===== src/rtl/counter_gen.sv =====
// counter_gen: prescaled up/down/up-down timer with shadowed period/prescale; define COUNTER_GEN_COMPARE_EN for compare output
module counter_gen #(
    parameter int CNT_W = 16,
    parameter int PSC_W = 8
) (
    input  logic             clk,
    input  logic             rst_n,
    input  logic             en,
    input  logic             count_reset,
    input  logic [1:0]       mode,
    input  logic             one_shot,
    input  logic [CNT_W-1:0] period,
    input  logic [PSC_W-1:0] prescale,
`ifdef COUNTER_GEN_COMPARE_EN
    input  logic [CNT_W-1:0] cmp,
    output logic             cmp_match,
`endif
    output logic [CNT_W-1:0] count_val,
    output logic             dir,
    output logic             ovf,
    output logic             unf,
    output logic             halted
);
    localparam logic [CNT_W-1:0] ONE = CNT_W'(1);
    logic [CNT_W-1:0] cnt_q, cnt_d, per_q, per_d;
    logic [PSC_W-1:0] psc_q, psc_d, pre_q, pre_d;
    logic             dir_q, dir_d, ovf_q, ovf_d, unf_q, unf_d, halted_q, halted_d;
    logic             tick, upd, ld;
    assign tick = en && !halted_q && (psc_q == pre_q);
    // Shadows are transparent while cleared or disabled, otherwise they follow the update event
    assign ld    = count_reset || !en || upd;
    assign per_d = ld ? period : per_q;
    assign pre_d = ld ? prescale : pre_q;
    // Next-state: count_reset beats disable beats halt beats the prescaled tick
    always_comb begin
        cnt_d    = cnt_q;
        psc_d    = psc_q;
        dir_d    = dir_q;
        halted_d = halted_q;
        ovf_d    = 1'b0;
        unf_d    = 1'b0;
        upd      = 1'b0;
        if (count_reset) begin
            cnt_d    = '0;
            psc_d    = '0;
            dir_d    = (mode != 2'b01);
            halted_d = 1'b0;
        end else if (!en) begin
            psc_d    = '0;
            halted_d = 1'b0;
        end else if (!halted_q && !tick) begin
            psc_d = psc_q + 1'b1;
        end else if (tick) begin
            psc_d = '0;
            if (mode == 2'b01) begin
                dir_d = 1'b0;
                upd   = (cnt_q == '0);
                unf_d = upd;
                cnt_d = upd ? per_q : cnt_q - ONE;
            end else if (mode == 2'b10) begin
                if (dir_q && cnt_q >= per_q) begin
                    cnt_d = (per_q == '0) ? '0 : per_q - ONE;
                    dir_d = 1'b0;
                    ovf_d = 1'b1;
                end else if (!dir_q && cnt_q == '0) begin
                    cnt_d = (per_q == '0) ? '0 : ONE;
                    dir_d = 1'b1;
                    unf_d = 1'b1;
                    upd   = 1'b1;
                end else begin
                    cnt_d = dir_q ? cnt_q + ONE : cnt_q - ONE;
                end
            end else begin
                dir_d = 1'b1;
                upd   = (cnt_q >= per_q);
                ovf_d = upd;
                cnt_d = upd ? '0 : cnt_q + ONE;
            end
            halted_d = upd && one_shot;
        end
    end
    // State registers, including the registered event pulses
    always_ff @(posedge clk or negedge rst_n) begin
        if (!rst_n) begin
            cnt_q    <= '0;
            psc_q    <= '0;
            dir_q    <= 1'b1;
            ovf_q    <= 1'b0;
            unf_q    <= 1'b0;
            halted_q <= 1'b0;
            per_q    <= '0;
            pre_q    <= '0;
        end else begin
            cnt_q    <= cnt_d;
            psc_q    <= psc_d;
            dir_q    <= dir_d;
            ovf_q    <= ovf_d;
            unf_q    <= unf_d;
            halted_q <= halted_d;
            per_q    <= per_d;
            pre_q    <= pre_d;
        end
    end
    assign count_val = cnt_q;
    assign dir       = dir_q;
    assign ovf       = ovf_q;
    assign unf       = unf_q;
    assign halted    = halted_q;
`ifdef COUNTER_GEN_COMPARE_EN
    logic [CNT_W-1:0] cmp_act_q, cmp_act_d;
    logic             cmp_match_q, cmp_match_d;
    assign cmp_act_d   = ld ? cmp : cmp_act_q;
    assign cmp_match_d = (count_reset || tick) && (cnt_d == cmp_act_d) && (cnt_q != cmp_act_q);
    // Compare shadow and edge-only match pulse
    always_ff @(posedge clk or negedge rst_n) begin
        if (!rst_n) begin
            cmp_act_q   <= '0;
            cmp_match_q <= 1'b0;
        end else begin
            cmp_act_q   <= cmp_act_d;
            cmp_match_q <= cmp_match_d;
        end
    end
    assign cmp_match = cmp_match_q;
`endif
endmodule


===== config.mk =====
export PLATFORM = sky130hd
export DESIGN_NAME = counter_gen
export DESIGN_NICKNAME = d
export VERILOG_FILES = /design/src/rtl/counter_gen.sv
export SDC_FILE = /design/constraint.sdc
export NUM_CORES = 1
export LEC_CHECK = 0
export ABC_AREA = 1
export CORE_ASPECT_RATIO = 0.75
export CORE_UTILIZATION = 60
export CTS_BUF_LIST = sky130_fd_sc_hd__clkbuf_4
export DETAILED_ROUTE_END_ITERATION = 10
export MAX_ROUTING_LAYER = met4
export PLACE_DENSITY_LB_ADDON = 0.25
export SYNTH_ARGS = -nofsm -noshare
export SYNTH_HDL_FRONTEND = slang
export SYNTH_SLANG_ARGS = --single-unit

===== constraint.sdc =====
create_clock -name clk -period 2.7 [get_ports clk]
set_clock_uncertainty 0.2 [all_clocks]
set_input_delay 0.54 -clock clk [delete_from_list [all_inputs] [get_ports clk]]
set_output_delay 0.54 -clock clk [all_outputs]
set_load 0.01 [all_outputs]

==> results of run 1 <==
## layer usage
| layer | routed length, µm | GRT usage (%) | part of all wire (%) |
|---|---|---|---|
| met1 | 7330 | 57.1 | 43 |
| met2 | 7360 | 61.2 | 43 |
| met3 | 2040 | 8.35 | 12 |
| met4 | 374 | 12.3 | 2.2 |
| met5 | 0 | - | 0 |
## flip-flops by register name, indices dropped and copies added, names as in the netlist
register and flops:
pre_q 8, psc_q 8, dir 1, unf 1, count_val 16, halted 1, per_q 16, ovf 1
## cell usage in the layout (no fill, tap or decap), types with 3 or more instances in the layout
cell and count:
nor3_1 10, nor2_1 81, ha_1 21, a21oi_1 25
clkinv_1 3, nand2_1 241, o21ai_0 32, nand2_2 21
clkdlybuf4s50_1 49, o31ai_1 5, nand4_1 17, buf_4 61
dfrtp_1 51, nand3_1 90, inv_2 5, clkbuf_4 6
xor2_1 31, inv_1 80, nor2_2 7, nor2_4 7
xnor2_1 3
## where the power goes
part	internal (W)	switching, W	total, W
combinational	0.000203	0.000314	0.000517
clock	0.000114	0.000274	0.000388
sequential	0.000814	0.0000329	0.000847
total	0.00113	0.000621	0.00175
## cell families (layout without fill, tap and decap cells)
family          Yosys count  in the layout  share of synthesized area [%]
compound gates           71             71                           8.15
xor+xnor                 34             34                           6.00
fa+ha+maj                22             22                           5.55
buf+inv                 114            210                           9.79
flops                    52             52                           26.3
simple gates            488            490                           44.3
## worst min-delay path by stage
stage | start | end | depth (start not counted)
CTS | pre_q[3]$_DFFE_PN0P_ | pre_q[3]$_DFFE_PN0P_ | 2
global placement | rst_n | pre_q[1]$_DFFE_PN0P_ | 1
detailed placement | rst_n | pre_q[3]$_DFFE_PN0P_ | 1
finish | pre_q[3]$_DFFE_PN0P_ | pre_q[3]$_DFFE_PN0P_ | 2
global route | pre_q[2]$_DFFE_PN0P_ | pre_q[2]$_DFFE_PN0P_ | 2
floorplan | rst_n | count_val[0]$_DFFE_PN0P_ | 0
## through the flow
step	area [µm²]	total power, W	hold WS [ns]
floorplan	4960	0.00114	0.0444
global placement	5890	0.00133	0.288
detailed placement	5890	0.00135	0.296
CTS	5960	0.00173	0.342
global route	6050	0.00184	0.391
finish	6050	0.00175	0.338
## repair_timing
action,in CTS,in global routing
hold endpoints to repair,14,0
resized for setup,0,10
buffers inserted,0,4
hold buffers,1,0
endpoints found under the setup margin,0,37
## worst reg2reg max path, stage by stage, from the launching register on
cell,delay (ns)
dfrtp_1,0.39
inv_1,0.10
ha_1,0.32
nand2_1,0.07
inv_2,0.05
nand2_1,0.06
nor2_1,0.11
nor2_1,0.05
nand2_1,0.12
nand2_2,0.10
nand2_4,0.10
inv_1,0.09
o21ai_4,0.22
nand2_4,0.17
buf_12,0.19
nand3_1,0.09
nand2_1,0.08
## Yosys cell counts (2+ instances only)
cell type	instances	area [µm²]
nand2_1	243	912
nand3_1	90	450
nor2_1	83	312
inv_1	81	304
dfrtp_1	51	1280
o21ai_0	33	165
xor2_1	31	272
a21oi_1	25	125
ha_1	22	275
nand2_2	19	119
nand4_1	17	106
buf_2	12	60.1
nor3_1	10	50.1
clkbuf_1	8	30.0
nor2_4	7	78.8
nor2_2	5	31.3
o31ai_1	5	37.5
inv_2	4	15.0
clkinv_1	3	11.3
xnor2_1	3	26.3
buf_1	2	7.51
buf_12	2	40.0
nand3b_1	2	15.0
nor4_1	2	12.5
nor4_2	2	25.0
o211ai_1	2	15.0
o21ai_2	2	17.5
## final cells by class
| type | count | area, µm² | share of cell area, % |
|---|---|---|---|
| Clock buffer | 6 | 45.0 | 0.745 |
| Clock inverter | 2 | 16.3 | 0.269 |
| Inverter | 89 | 337 | 5.56 |
| Multi-Input combinational cell | 617 | 3230 | 53.5 |
| Sequential cell | 52 | 1300 | 21.5 |
| Tap cell | 105 | 131 | 2.17 |
| Timing Repair Buffer | 113 | 983 | 16.3 |
==> run metrics, run 1 <==
gr ovfl total=0; DRT Wirelength=approximately 17000 µm; Area Growth Syn to Fin=21.9%; worst skew pair latency=0.39 ns; Startpoint Class=flop; Synth Flop Type=dfrtp_1; Crit. End Element=flop; worst r2r path cells=16; LEAKAGE=3.25 nW; number of distinct library cells after synthesis=42; pre-CTS setup slack=0.0673 ns; syn_nets=roughly 830; Layout Cells excl Fill=984; htree depth=2; max cap viols=0; WP data arrival=between 2 and 3 ns; worst-path cell chain=inv_1, ha_1, nand2_1, inv_2, nand2_1, nor2_1, nor2_1, nand2_1, nand2_2, nand2_4, inv_1, o21ai_4, nand2_4, buf_12, nand3_1, nand2_1; drt first pass iters=6; via/cell ratio=between 5 and 6; vias post-DR=approximately 5800; DRC violations left=0; P per Cell Area=~290 nW/µm²; largest net degree at the start of global routing=27; Critical Path Sink=per_q[15]$_DFFE_PN0P_; die width=107 µm; Max-slew headroom=around two thirds; Layout fillers=610; Routed Antenna Nets=0; Critical Path RT=2.80 ns; min-delay worst type=reg -> reg; status=finished, final reports clean; Setup crit start=per_q[7]$_DFFE_PN0P_; Die Height=around 80 µm; global-route wire length before repair=26500 µm; Max clock buf depth=2; GRT Total Usage=between 40% and 50%; Core ar.=7950 µm²; WP buf/inv=4; Crit. path cell count=16; Final Hold Viols=0; antenna violations before repair=0; routed len/inst=~17 µm; Synthesis Warnings=0; I/O pin count=51; Cells after Synth=781; critical path's slowest cell=dfrtp_1; Crit Path Max Fanout=15; final core occ=between 70% and 80%; Clock Pin Slew Worst Setup and Hold Paths=0.17 ns; final worst path period share=96.4%; Final TNS setup=0 ns; Final WS setup=0.0964 ns; crit-path most repeated cell=nand2_1; port buffer count=50; die area=8640 µm²; Final nets=931; Initial Util=between 60% and 70%; Yosys reg bits=52; CTS tree=done; max incr delay on CP=~0.39 ns; Post-synth EDFFs=0; DP Wirelength=13300 µm; Final Setup Violations=0; max-slew violations=0; Worst R2R Start=per_q[7]$_DFFE_PN0P_; Peak VDD IR=approximately 280 µV; Num CTS Buffers=5; register area share after synthesis=26.3%; clk sinks=52; routability congestion estimate from global placement=approximately 1.1; Root Buffer=clkbuf_4; reg-to-reg endpoint=per_q[15]$_DFFE_PN0P_; Min Clock Period, post-route=between 2 and 3 ns; vias in the first global route=between 5000 and 6000; First DRT Iteration DRCs=around 730; ys async rst share=100%; Top delay family on crit path=simple AND/OR/NAND/NOR gates; RSZ-0062 raised after global routing=no; Antenna Cells=0; Fmax achieved=between 300 and 400 MHz; Core Rows=28; dpl cells=roughly 970; r2r setup slk=between 0.09 and 0.1 ns; worst-margin pin slew=0.525 ns; layout cells sized above 1=between 10% and 20%; crit path kind=reg -> reg; Post-Synthesis Cell Area=4960 µm²; mean post-synth cell area=between 6 and 7 µm²
No activity file was read; power rests on OpenSTA's default activity.
==> run 2, diff against run 1 <==
CTS_CLUSTER_SIZE = 20   (was unset)
==> results of run 2 <==
The final DEF is identical to that of run 1; final timing and power are the same.
